==> src/rtl/muldiv_pkg.sv <==
// Shared definitions for the RV32M execute-stage multiply/divide controller:
// func3 operation codes, FSM state encoding and special-case result constants.
package muldiv_pkg;

  typedef enum logic [2:0] {
    OP_MUL    = 3'b000,
    OP_MULH   = 3'b001,
    OP_MULHSU = 3'b010,
    OP_MULHU  = 3'b011,
    OP_DIV    = 3'b100,
    OP_DIVU   = 3'b101,
    OP_REM    = 3'b110,
    OP_REMU   = 3'b111
  } muldiv_op_e;

  typedef enum logic [1:0] {
    ST_IDLE = 2'd0,
    ST_CALC = 2'd1,
    ST_FIX  = 2'd2,
    ST_DONE = 2'd3
  } muldiv_state_e;

  localparam logic [31:0] ALL_ONES = 32'hFFFF_FFFF;
  localparam logic [31:0] INT_MIN  = 32'h8000_0000;

  function automatic logic [31:0] cond_neg(input logic neg, input logic [31:0] x);
    return neg ? (~x + 32'd1) : x;
  endfunction

endpackage

==> src/rtl/muldiv_iter_core.sv <==
// Iterative datapath: one shift-add (multiply) or one restoring-division step
// per cycle on unsigned magnitudes loaded by the controller.
module muldiv_iter_core (
  input  logic        clk,
  input  logic        rst_n,
  input  logic        load,
  input  logic        step,
  input  logic        is_div,
  input  logic [31:0] a_mag,
  input  logic [31:0] b_mag,
  output logic [31:0] hi,
  output logic [31:0] lo
);

  // acc_hi: product high word / 33-bit partial remainder.
  // acc_lo: multiplier shifting out, product low bits shifting in / dividend-quotient.
  logic [32:0] acc_hi;
  logic [31:0] acc_lo;
  logic [31:0] b_q;
  logic [32:0] mul_sum;
  logic [32:0] div_shift;
  logic [33:0] div_diff;

  always_comb begin
    mul_sum   = {1'b0, acc_hi[31:0]} + (acc_lo[0] ? {1'b0, b_q} : 33'd0);
    div_shift = {acc_hi[31:0], acc_lo[31]};
    div_diff  = {acc_hi, acc_lo[31]} - {2'b00, b_q};
  end

  // NOTE: the datapath registers are reset as well; they are few and this keeps
  // X out of the result path after reset.
  always_ff @(posedge clk or negedge rst_n) begin
    if (!rst_n) begin
      acc_hi <= '0;
      acc_lo <= '0;
      b_q    <= '0;
    end else if (load) begin
      acc_hi <= '0;
      acc_lo <= a_mag;
      b_q    <= b_mag;
    end else if (step) begin
      if (is_div) begin
        if (div_diff[33]) begin
          acc_hi <= div_shift;
          acc_lo <= {acc_lo[30:0], 1'b0};
        end else begin
          acc_hi <= div_diff[32:0];
          acc_lo <= {acc_lo[30:0], 1'b1};
        end
      end else begin
        acc_hi <= {1'b0, mul_sum[32:1]};
        acc_lo <= {mul_sum[0], acc_lo[31:1]};
      end
    end
  end

  assign hi = acc_hi[31:0];
  assign lo = acc_lo;

endmodule

==> src/rtl/ex_muldiv_ctrl.sv <==
// RV32M multiply/divide controller in EX: stalls the pipeline while the
// iterative core runs. Define MULDIV_FAST_MUL_EN for single-cycle multiplies.
module ex_muldiv_ctrl
  import muldiv_pkg::*;
(
  input  logic        clk,
  input  logic        rst_n,
  input  logic        start,
  input  logic [2:0]  func3,
  input  logic [31:0] op_a,
  input  logic [31:0] op_b,
  input  logic [4:0]  rd,
  input  logic        flush,
  output logic        stall_req,
  output logic        busy,
  output logic        done,
  output logic [31:0] result,
  output logic [4:0]  done_rd
);

  muldiv_state_e state_q, state_d;
  logic [4:0]  cnt_q;
  logic [2:0]  op_q;
  logic [4:0]  rd_q;
  logic        neg_q;

  logic        a_signed, b_signed, sign_a, sign_b, neg_d;
  logic [31:0] a_mag, b_mag;
  logic        accept, imm_hit, load, step;
  logic [31:0] imm_result, fix_result;
  logic [31:0] core_hi, core_lo;
  logic [63:0] prod_full;

`ifdef MULDIV_FAST_MUL_EN
  logic [63:0] fast_prod;
  // 33x33 signed multiply; sign-extending both operands to 64 bits gives the same low 64 bits.
  assign fast_prod = $signed({{31{sign_a}}, sign_a, op_a}) * $signed({{31{sign_b}}, sign_b, op_b});
`endif

  assign accept = (state_q == ST_IDLE) & start & ~flush;

  always_comb begin
    a_signed = func3 inside {OP_MUL, OP_MULH, OP_MULHSU, OP_DIV, OP_REM};
    b_signed = func3 inside {OP_MUL, OP_MULH, OP_DIV, OP_REM};
    sign_a   = a_signed & op_a[31];
    sign_b   = b_signed & op_b[31];
    a_mag    = cond_neg(sign_a, op_a);
    b_mag    = cond_neg(sign_b, op_b);
    // Remainder takes the dividend's sign; everything else the product of signs.
    neg_d    = (func3[2] & func3[1]) ? sign_a : (sign_a ^ sign_b);
  end

  // Results that are known at acceptance and bypass the iterative core.
  always_comb begin
    imm_hit    = 1'b0;
    imm_result = '0;
    if (func3[2] && op_b == '0) begin
      imm_hit    = 1'b1;
      imm_result = func3[1] ? op_a : ALL_ONES;
    end else if (func3[2] && !func3[0] && op_a == INT_MIN && op_b == ALL_ONES) begin
      imm_hit    = 1'b1;
      imm_result = func3[1] ? 32'd0 : INT_MIN;
    end
`ifdef MULDIV_FAST_MUL_EN
    else if (!func3[2]) begin
      imm_hit    = 1'b1;
      imm_result = (func3 == OP_MUL) ? fast_prod[31:0] : fast_prod[63:32];
    end
`endif
  end

  // NOTE: every output of this block gets a default first, so no path leaves
  // a signal unassigned and no latch is inferred.
  always_comb begin
    state_d   = state_q;
    load      = 1'b0;
    step      = 1'b0;
    stall_req = 1'b0;
    case (state_q)
      ST_IDLE: begin
        if (accept) begin
          stall_req = 1'b1;
          if (imm_hit) begin
            state_d = ST_DONE;
          end else begin
            load    = 1'b1;
            state_d = ST_CALC;
          end
        end
      end
      ST_CALC: begin
        stall_req = 1'b1;
        step      = 1'b1;
        if (cnt_q == 5'd31) state_d = ST_FIX;
      end
      ST_FIX: begin
        stall_req = 1'b1;
        state_d   = ST_DONE;
      end
      ST_DONE: state_d = ST_IDLE;
      default: state_d = ST_IDLE;
    endcase
    if (flush) begin
      state_d = ST_IDLE;
      load    = 1'b0;
      step    = 1'b0;
    end
  end

  muldiv_iter_core u_core (
    .clk    (clk),
    .rst_n  (rst_n),
    .load   (load),
    .step   (step),
    .is_div (op_q[2]),
    .a_mag  (a_mag),
    .b_mag  (b_mag),
    .hi     (core_hi),
    .lo     (core_lo)
  );

  // Multiplies negate the full 64-bit product so MULH* sees the correct borrow.
  always_comb begin
    prod_full = neg_q ? (~{core_hi, core_lo} + 64'd1) : {core_hi, core_lo};
    if (op_q[2]) begin
      fix_result = cond_neg(neg_q, op_q[1] ? core_hi : core_lo);
    end else begin
      fix_result = (op_q == OP_MUL) ? prod_full[31:0] : prod_full[63:32];
    end
  end

  // NOTE: sequential state uses non-blocking assignments so every flop samples
  // pre-edge values, independent of statement order.
  always_ff @(posedge clk or negedge rst_n) begin
    if (!rst_n) begin
      state_q <= ST_IDLE;
      cnt_q   <= '0;
      op_q    <= OP_MUL;
      rd_q    <= '0;
      neg_q   <= 1'b0;
      result  <= '0;
      done_rd <= '0;
    end else begin
      state_q <= state_d;
      if (load) begin
        cnt_q <= '0;
        op_q  <= func3;
        rd_q  <= rd;
        neg_q <= neg_d;
      end else if (step) begin
        cnt_q <= cnt_q + 5'd1;
      end
      if (accept && imm_hit) begin
        result  <= imm_result;
        done_rd <= rd;
      end else if (state_q == ST_FIX && !flush) begin
        result  <= fix_result;
        done_rd <= rd_q;
      end
    end
  end

  assign busy = (state_q != ST_IDLE);
  assign done = (state_q == ST_DONE);

endmodule
==> config.mk <==
export PLATFORM = sky130hd
export DESIGN_NAME = ex_muldiv_ctrl
export DESIGN_NICKNAME = d
export VERILOG_FILES = /design/src/rtl/muldiv_pkg.sv /design/src/rtl/muldiv_iter_core.sv /design/src/rtl/ex_muldiv_ctrl.sv
export SDC_FILE = /design/constraint.sdc
export NUM_CORES = 1
export LEC_CHECK = 0
export CAP_MARGIN = 40
export CORE_ASPECT_RATIO = 1.25
export CORE_UTILIZATION = 35
export CTS_BUF_LIST = sky130_fd_sc_hd__clkbuf_8 sky130_fd_sc_hd__clkbuf_16
export CTS_CLUSTER_DIAMETER = 40
export DETAILED_ROUTE_END_ITERATION = 12
export SYNTH_ARGS = -nofsm -noshare
export SYNTH_HDL_FRONTEND = slang
export SYNTH_SLANG_ARGS = --single-unit
==> constraint.sdc <==
create_clock -name clk -period 6 [get_ports clk]
set_clock_uncertainty 0.2 [all_clocks]
set_input_delay 1.2 -clock clk [delete_from_list [all_inputs] [get_ports clk]]
set_output_delay 1.2 -clock clk [all_outputs]
set_load 0.02 [all_outputs]
==> flow_summary.ini, run 1 <==
[power]
power.combinational.fraction = 0.658
net-switching-power_mw = 4.79
power_switching_share = 0.510
powerDensity_nw_per_um2 = 536
static-leakage-power_nw = 7.17
share_clk_of_total_power = 0.110
sequentialPowerShare = 0.232
p_int_mw = 4.59
vdd_ir_drop_max_mv = 0.512

[routing]
drt_drc_violations_left = 0
via_per_inst = 5.84
vias = 15300
dr.pass1.iters = 6
avgRoutedWirePerCell_um = 19.6
drt_iter0_markers = 1206
postRouteWirelength_um = 51400
postRouteAntennaNets = 0

[yosys]
post_synth_inst_count = 2032
synth.top_cell.area_share = 0.244
yosys-top-cells-area = sky130_fd_sc_hd__dfrtp_1 24%, sky130_fd_sc_hd__xnor2_1 7.5%, sky130_fd_sc_hd__ha_1 6.2%, sky130_fd_sc_hd__o21ai_0 6.1%, sky130_fd_sc_hd__a21oi_1 5.9%
netlist-cell-type-count = 79
synthesis.yosys.warnings = 0
synth-edff-count = 0
async_flop_share = 1.00
synthTopCellsByCount = 209 x sky130_fd_sc_hd__nand2_1, 189 x sky130_fd_sc_hd__o21ai_0, 182 x sky130_fd_sc_hd__a21oi_1, 161 x sky130_fd_sc_hd__nor2_1, 150 x sky130_fd_sc_hd__dfrtp_1
synth_nets = 2186
netlist_area_um2 = 15400
synth_area_per_cell_um2 = 7.58
ys_seq_area_frac = 0.244
most_frequently_used_cell_type_in_the_post_synthesis_netlist = sky130_fd_sc_hd__nand2_1
top_reg_cell_synth = sky130_fd_sc_hd__dfrtp_1
synthDominantAreaCellType = sky130_fd_sc_hd__dfrtp_1
ys_ff_latch = 150

[die]
floorplan.die_area_um2 = 44900
floorplan.die.width_um = 190
dieHeight_um = 237
initial_standard_cell_utilization_of_the_core = 0.356
floorplan.rows = 85
boundaryPins = 116
core_area_um2 = 43300

[worst_setup_path]
worst-path-max-fanout = 23
critical_path_required_ns = 6.16
crit_path_cell_trace = clkdlybuf4s50_1 > or4_1 > nor4_1 > buf_4 > nand4_1 > nor4_1 > a21oi_1 > and2_2 > nor2_1 > nand2_1 > a31oi_1
buffers_inverters_on_critical_path = 2
end_kind = flip-flop
critical_path_arrival_ns = 5.01
r2r_slack_ns = 1.43
worst_path_most_repeated_cell = sky130_fd_sc_hd__nor4_1
critical_path.slowest_cell = sky130_fd_sc_hd__or4_1
worst_r2r_path_depth = 11
critical-path-top-delay-family = simple AND/OR/NAND/NOR gates
crit_path_start_kind = input port
worst_r2r_start = u_core.lo[0]
cp.depth = 11
timing.critical_path.slowest_cell_delay_ns = 0.61
criticalPathCategory = input port to flip-flop
worst_r2r_endpoint = result[30]

[final_layout]
post-route-util = 0.404
fillCellCount = 4493
drive_gt1_frac = 0.0521
flow.area_growth_from_synthesis_pct = 13.6
antenna_cells_inserted = 0
final_net_count = 2196

[sta]
grt_setup_unrepaired = no
max_transition_margin = 0.358
setup_viol_count_final = 0
post-route-period-util = 0.808
timing.setup.tns_ns = 0
fmax_ghz = 0.206
report.final.hold_viol_count = 0
hold_slack_ns = 0.281
finalCriticalPeriod_ns = 4.85
max_slew_violation_total_from_the_final_report = 0
tightest_slew_ns = 0.954

[hold_path]
min-delay-start = rd_q[1]
timing.hold.worst.class = flip-flop to flip-flop
hold_critical_path_depth = 2
hold_end = rd_q[1]

[job]
drv.max_cap_violation_count = 0

[cts]
tritoncts_clock_tree = built
clk_root_buffer_cell = sky130_fd_sc_hd__clkbuf_16
cts-hold-fix-buffers = 0
cts_made_buffers = 17
cts.reportedPaths.clkPinSlew_ns = 0.06
cts.sinks = 150
cts_post_setup_buffers_inserted = 0
clock_insertion_delay_worst_skew_ns = 0.45
post_cts_resized = 0
cts.path.max_buffers = 2
htree_num_levels = 4

[outcome]
status = complete, no violations

[placed_design]
dp_hpwl_um = 38700
placement.io_buffers = 115
gp_congestion = 0.955

[global_route]
largest_net_degree_at_the_start_of_global_routing = 88
grt_first_pass_wirelength_um = 81400
first_global_vias = 14800
globalRoute.totalOverflow = 0
global_route.usage.total = 0.228
grt_antenna_before_repair = 1
[layout by cell type (no fill, tap or decap), types with 29 or more instances in the layout]
cell type and n:
sky130_fd_sc_hd__xnor2_1 131, sky130_fd_sc_hd__a211oi_1 30, sky130_fd_sc_hd__nor2_1 159, sky130_fd_sc_hd__nand2_1 208, sky130_fd_sc_hd__a21o_1 29, sky130_fd_sc_hd__o211ai_1 48, sky130_fd_sc_hd__mux2i_1 80, sky130_fd_sc_hd__ha_1 76
sky130_fd_sc_hd__dfrtp_1 147, sky130_fd_sc_hd__xor2_1 70, sky130_fd_sc_hd__clkdlybuf4s50_1 114, sky130_fd_sc_hd__a31oi_1 30, sky130_fd_sc_hd__nor3_1 37, sky130_fd_sc_hd__a21oi_1 182, sky130_fd_sc_hd__o31ai_1 37, sky130_fd_sc_hd__o21ai_0 189
sky130_fd_sc_hd__nand3_1 29, sky130_fd_sc_hd__inv_1 98
[layer usage]
| layer | GRT usage | part of all wire | up-vias | routed length, um |
|---|---|---|---|---|
| li1 | - | - | 7336 | - |
| met1 | 0.307 | 0.45 | 7293 | 23000 |
| met2 | 0.372 | 0.46 | 584 | 23800 |
| met3 | 0.0280 | 0.058 | 97 | 2970 |
| met4 | 0.0863 | 0.032 | 0 | 1640 |
| met5 | 0 | 0 | - | 0 |
[layout make-up]
class / instances / area, um2 / share of cell area
multi-input combinational: 1631 / 10700 / 0.611
sequential: 150 / 3760 / 0.215
clock inverter: 14 / 113 / 0.00644
clock buffer: 18 / 439 / 0.0251
tap: 565 / 707 / 0.0404
inverter: 97 / 364 / 0.0208
timing repair buffer: 145 / 1410 / 0.0808
[sequential cells by signal (all words and copies together) (netlist names)]
signal / cells
neg_q: 1
u_core.b_q: 32
result: 32
cnt_q: 5
op_q: 3
u_core.acc_hi: 33
u_core.lo: 32
state_q: 2
rd_q: 5
done_rd: 5
[worst min-delay path, stage by stage, from the launching register on]
cell,delay [ns]
sky130_fd_sc_hd__dfrtp_1,0.35
sky130_fd_sc_hd__nand2_1,0.05
sky130_fd_sc_hd__nand2_1,0.06
[through the flow]
stage                     cell area [um2]  instances  worst slack, ns  power (mW)
after CTS                           17500       2620             1.20        9.31
final                               17500       2620             1.15        9.38
after global routing                17500       2620            0.887        10.1
after floorplan                     15400       2032             1.17        6.49
after detailed placement            16900       2588            0.735        8.24
after global placement              16900       2585            0.845        8.15
[worst max path at each step]
stage / from / to / slack [ns]
6_report: op_a[3] / u_core.acc_hi[31] / 1.15
5_1_grt: op_a[3] / u_core.acc_hi[0] / 0.89
4_1_cts: op_a[3] / u_core.acc_hi[11] / 1.20
3_5_place_dp: op_a[3] / u_core.acc_hi[11] / 0.74
3_3_place_gp: op_a[0] / result[23] / 0.84
2_1_floorplan: op_q[1] / result[30] / 1.17
[cells by family after synthesis]
logic type      after synthesis  share of synthesized area
mux                          93                     0.0615
compound gates              663                      0.268
simple gates                595                      0.183
buf+inv                     251                     0.0639
flops                       150                      0.244
fa+ha+maj                    78                     0.0643
xor+xnor                    202                      0.115
[power groups by stage]
stage	Sequential (mW)	Combinational [mW]	Clock (mW)
finish	2.17	6.17	1.03
global route	2.24	6.78	1.09
CTS	2.15	6.11	1.05
detailed placement	2.17	6.07	0
global placement	2.16	5.99	0
floorplan	1.78	4.71	0
Power figures use the tool's default switching activity.
==> run 2: changes to the inputs <==
==> constraint.sdc (replaced) <==
create_clock -name clk -period 4.9 [get_ports clk]
set_clock_uncertainty 0.2 [all_clocks]
set_input_delay 0.98 -clock clk [delete_from_list [all_inputs] [get_ports clk]]
set_output_delay 0.98 -clock clk [all_outputs]
set_load 0.02 [all_outputs]
==> flow_summary.ini, run 2 (same netlist as run 1, synthesis figures left out) <==
[sta]
finalCriticalPeriod_ns = 4.29
timing.setup.tns_ns = 0
setup_viol_count_final = 0
report.final.hold_viol_count = 0
fmax_ghz = 0.233
tightest_slew_ns = 0.832
max_transition_margin = 0.445
max_slew_violation_total_from_the_final_report = 0
grt_setup_unrepaired = no
post-route-period-util = 0.875

[routing]
vias = 15400
via_per_inst = 5.81
avgRoutedWirePerCell_um = 19.6
drt_drc_violations_left = 0
drt_iter0_markers = 1229
postRouteAntennaNets = 0
dr.pass1.iters = 6
postRouteWirelength_um = 51900

[global_route]
grt_antenna_before_repair = 0
globalRouteMet1Util = 0.318
grt_most_used_layer = met2
grt.met3_usage = 0.0212
global_route.usage.met2 = 0.377
largest_net_degree_at_the_start_of_global_routing = 78
grt_first_pass_wirelength_um = 82400
first_global_vias = 14600
globalRoute.totalOverflow = 0
global_route.usage.total = 0.232

[cts]
cts_post_setup_buffers_inserted = 0
clk_root_buffer_cell = sky130_fd_sc_hd__clkbuf_16
cts_made_buffers = 17
cts.reportedPaths.clkPinSlew_ns = 0.06
htree_num_levels = 4
clock_insertion_delay_worst_skew_ns = 0.46
cts.sinks = 150
tritoncts_clock_tree = built
cts-hold-fix-buffers = 0
cts.path.max_buffers = 2
post_cts_resized = 0

[final_layout]
flow.area_growth_from_synthesis_pct = 15.1
largest-register = u_core.acc_hi
layout_common_cells = 208 x sky130_fd_sc_hd__nand2_1, 189 x sky130_fd_sc_hd__o21ai_0, 182 x sky130_fd_sc_hd__a21oi_1, 159 x sky130_fd_sc_hd__nor2_1, 147 x sky130_fd_sc_hd__dfrtp_1
final_std_cell_area_no_fill_um2 = 17700
fillCellCount = 4472
largest_register_ff_count = 33
mostFrequentLayoutCell = sky130_fd_sc_hd__nand2_1
drive_gt1_frac = 0.0639
final_net_count = 2221
antenna_cells_inserted = 0

[power]
powerDensity_nw_per_um2 = 655
static-leakage-power_nw = 7.32
vdd_ir_drop_max_mv = 0.553

[die]
floorplan.rows = 85
floorplan.die.width_um = 190
floorplan.die_area_um2 = 44900
core_area_um2 = 43300
initial_standard_cell_utilization_of_the_core = 0.356
boundaryPins = 116
dieHeight_um = 237

[placed_design]
placement.io_buffers = 115
gp_congestion = 0.930
post_dp_cell_area_um2 = 17200
dp_hpwl_um = 39200

[worst_setup_path]
end_kind = flip-flop
timing.critical_path.slowest_cell_delay_ns = 0.61
criticalPathCategory = flip-flop to flip-flop
critical_path.slowest_cell = sky130_fd_sc_hd__or4b_2
critical_path_required_ns = 5.07
critical_path_arrival_ns = 4.46
crit_path_start_kind = flip-flop
crit_path_cell_trace = inv_1 > ha_1 > or4b_2 > or4_1 > nor4b_2 > nand4_1 > o31ai_1 > xor2_1 > a211oi_1 > a21oi_1 > o21ai_0
worst-path-max-fanout = 10

[outcome]
status = complete, no violations

[job]
drv.max_cap_violation_count = 0

[hold_path]
timing.hold.worst.class = flip-flop to flip-flop
==> run 2: final cells by class <==
cell class / instances / area [um2] / area share
multi-input cells: 1631 / 10700 / 0.603
flip-flops and latches: 150 / 3760 / 0.212
repair buffers: 170 / 1620 / 0.0916
well taps: 565 / 707 / 0.0399
clock buffers: 18 / 439 / 0.0248
inverters: 97 / 364 / 0.0205
clock inverters: 14 / 135 / 0.00762
==> run 2: worst paths after layout <==
check                      slack, ns    endpoint  cells past startpoint          from
max                             0.61  result[24]                     11  u_core.lo[0]
min                             0.28     rd_q[0]                      2       rd_q[0]
max reg2reg                     0.61  result[24]                     11  u_core.lo[0]
min reg2reg                     0.28     rd_q[0]                      2       rd_q[0]
max in group asynchronous       3.27       neg_q                      2         rst_n
min in group asynchronous       0.30  result[23]                      1         rst_n
==> run 2: power breakdown <==
| part | internal [mW] | switching (mW) | total (mW) | leakage [nW] |
|---|---|---|---|---|
| sequential | 1.72 | 0.907 | 2.63 | 1.90 |
| combinational | 3.24 | 4.40 | 7.64 | 5.13 |
| clock | 0.757 | 0.576 | 1.33 | 0.287 |
==> run 2: routing by layer <==
layer | share of wire | vias to the layer above
met3 | 0.052 | 81
met4 | 0.027 | 0
li1 | - | 7390
met1 | 0.46 | 7376
met2 | 0.46 | 519
met5 | 0 | -
==> run 2: critical path: cells and delay by family, from the launching register on <==
kind	cells	cell delay, ns
xor gates and xnor gates	1	0.13
buffers and inverters	1	0.16
AOI/OAI and AO/OA	4	0.95
and+or+nand+nor	4	2.00
DFF	1	0.52
adders and majority gates	1	0.22
==> run 2: through the flow <==
step	power (mW)	utilization	setup slack [ns]	cells	hold WS [ns]
after global routing	12.5	0.409	0.328	2645	0.312
after global placement	10.1	0.395	0.250	2611	0.262
after detailed placement	10.2	0.396	0.162	2613	0.266
final	11.6	0.409	0.613	2645	0.275
after CTS	11.5	0.409	0.613	2645	0.282
after floorplan	7.95	-	0.0653	2032	0.245
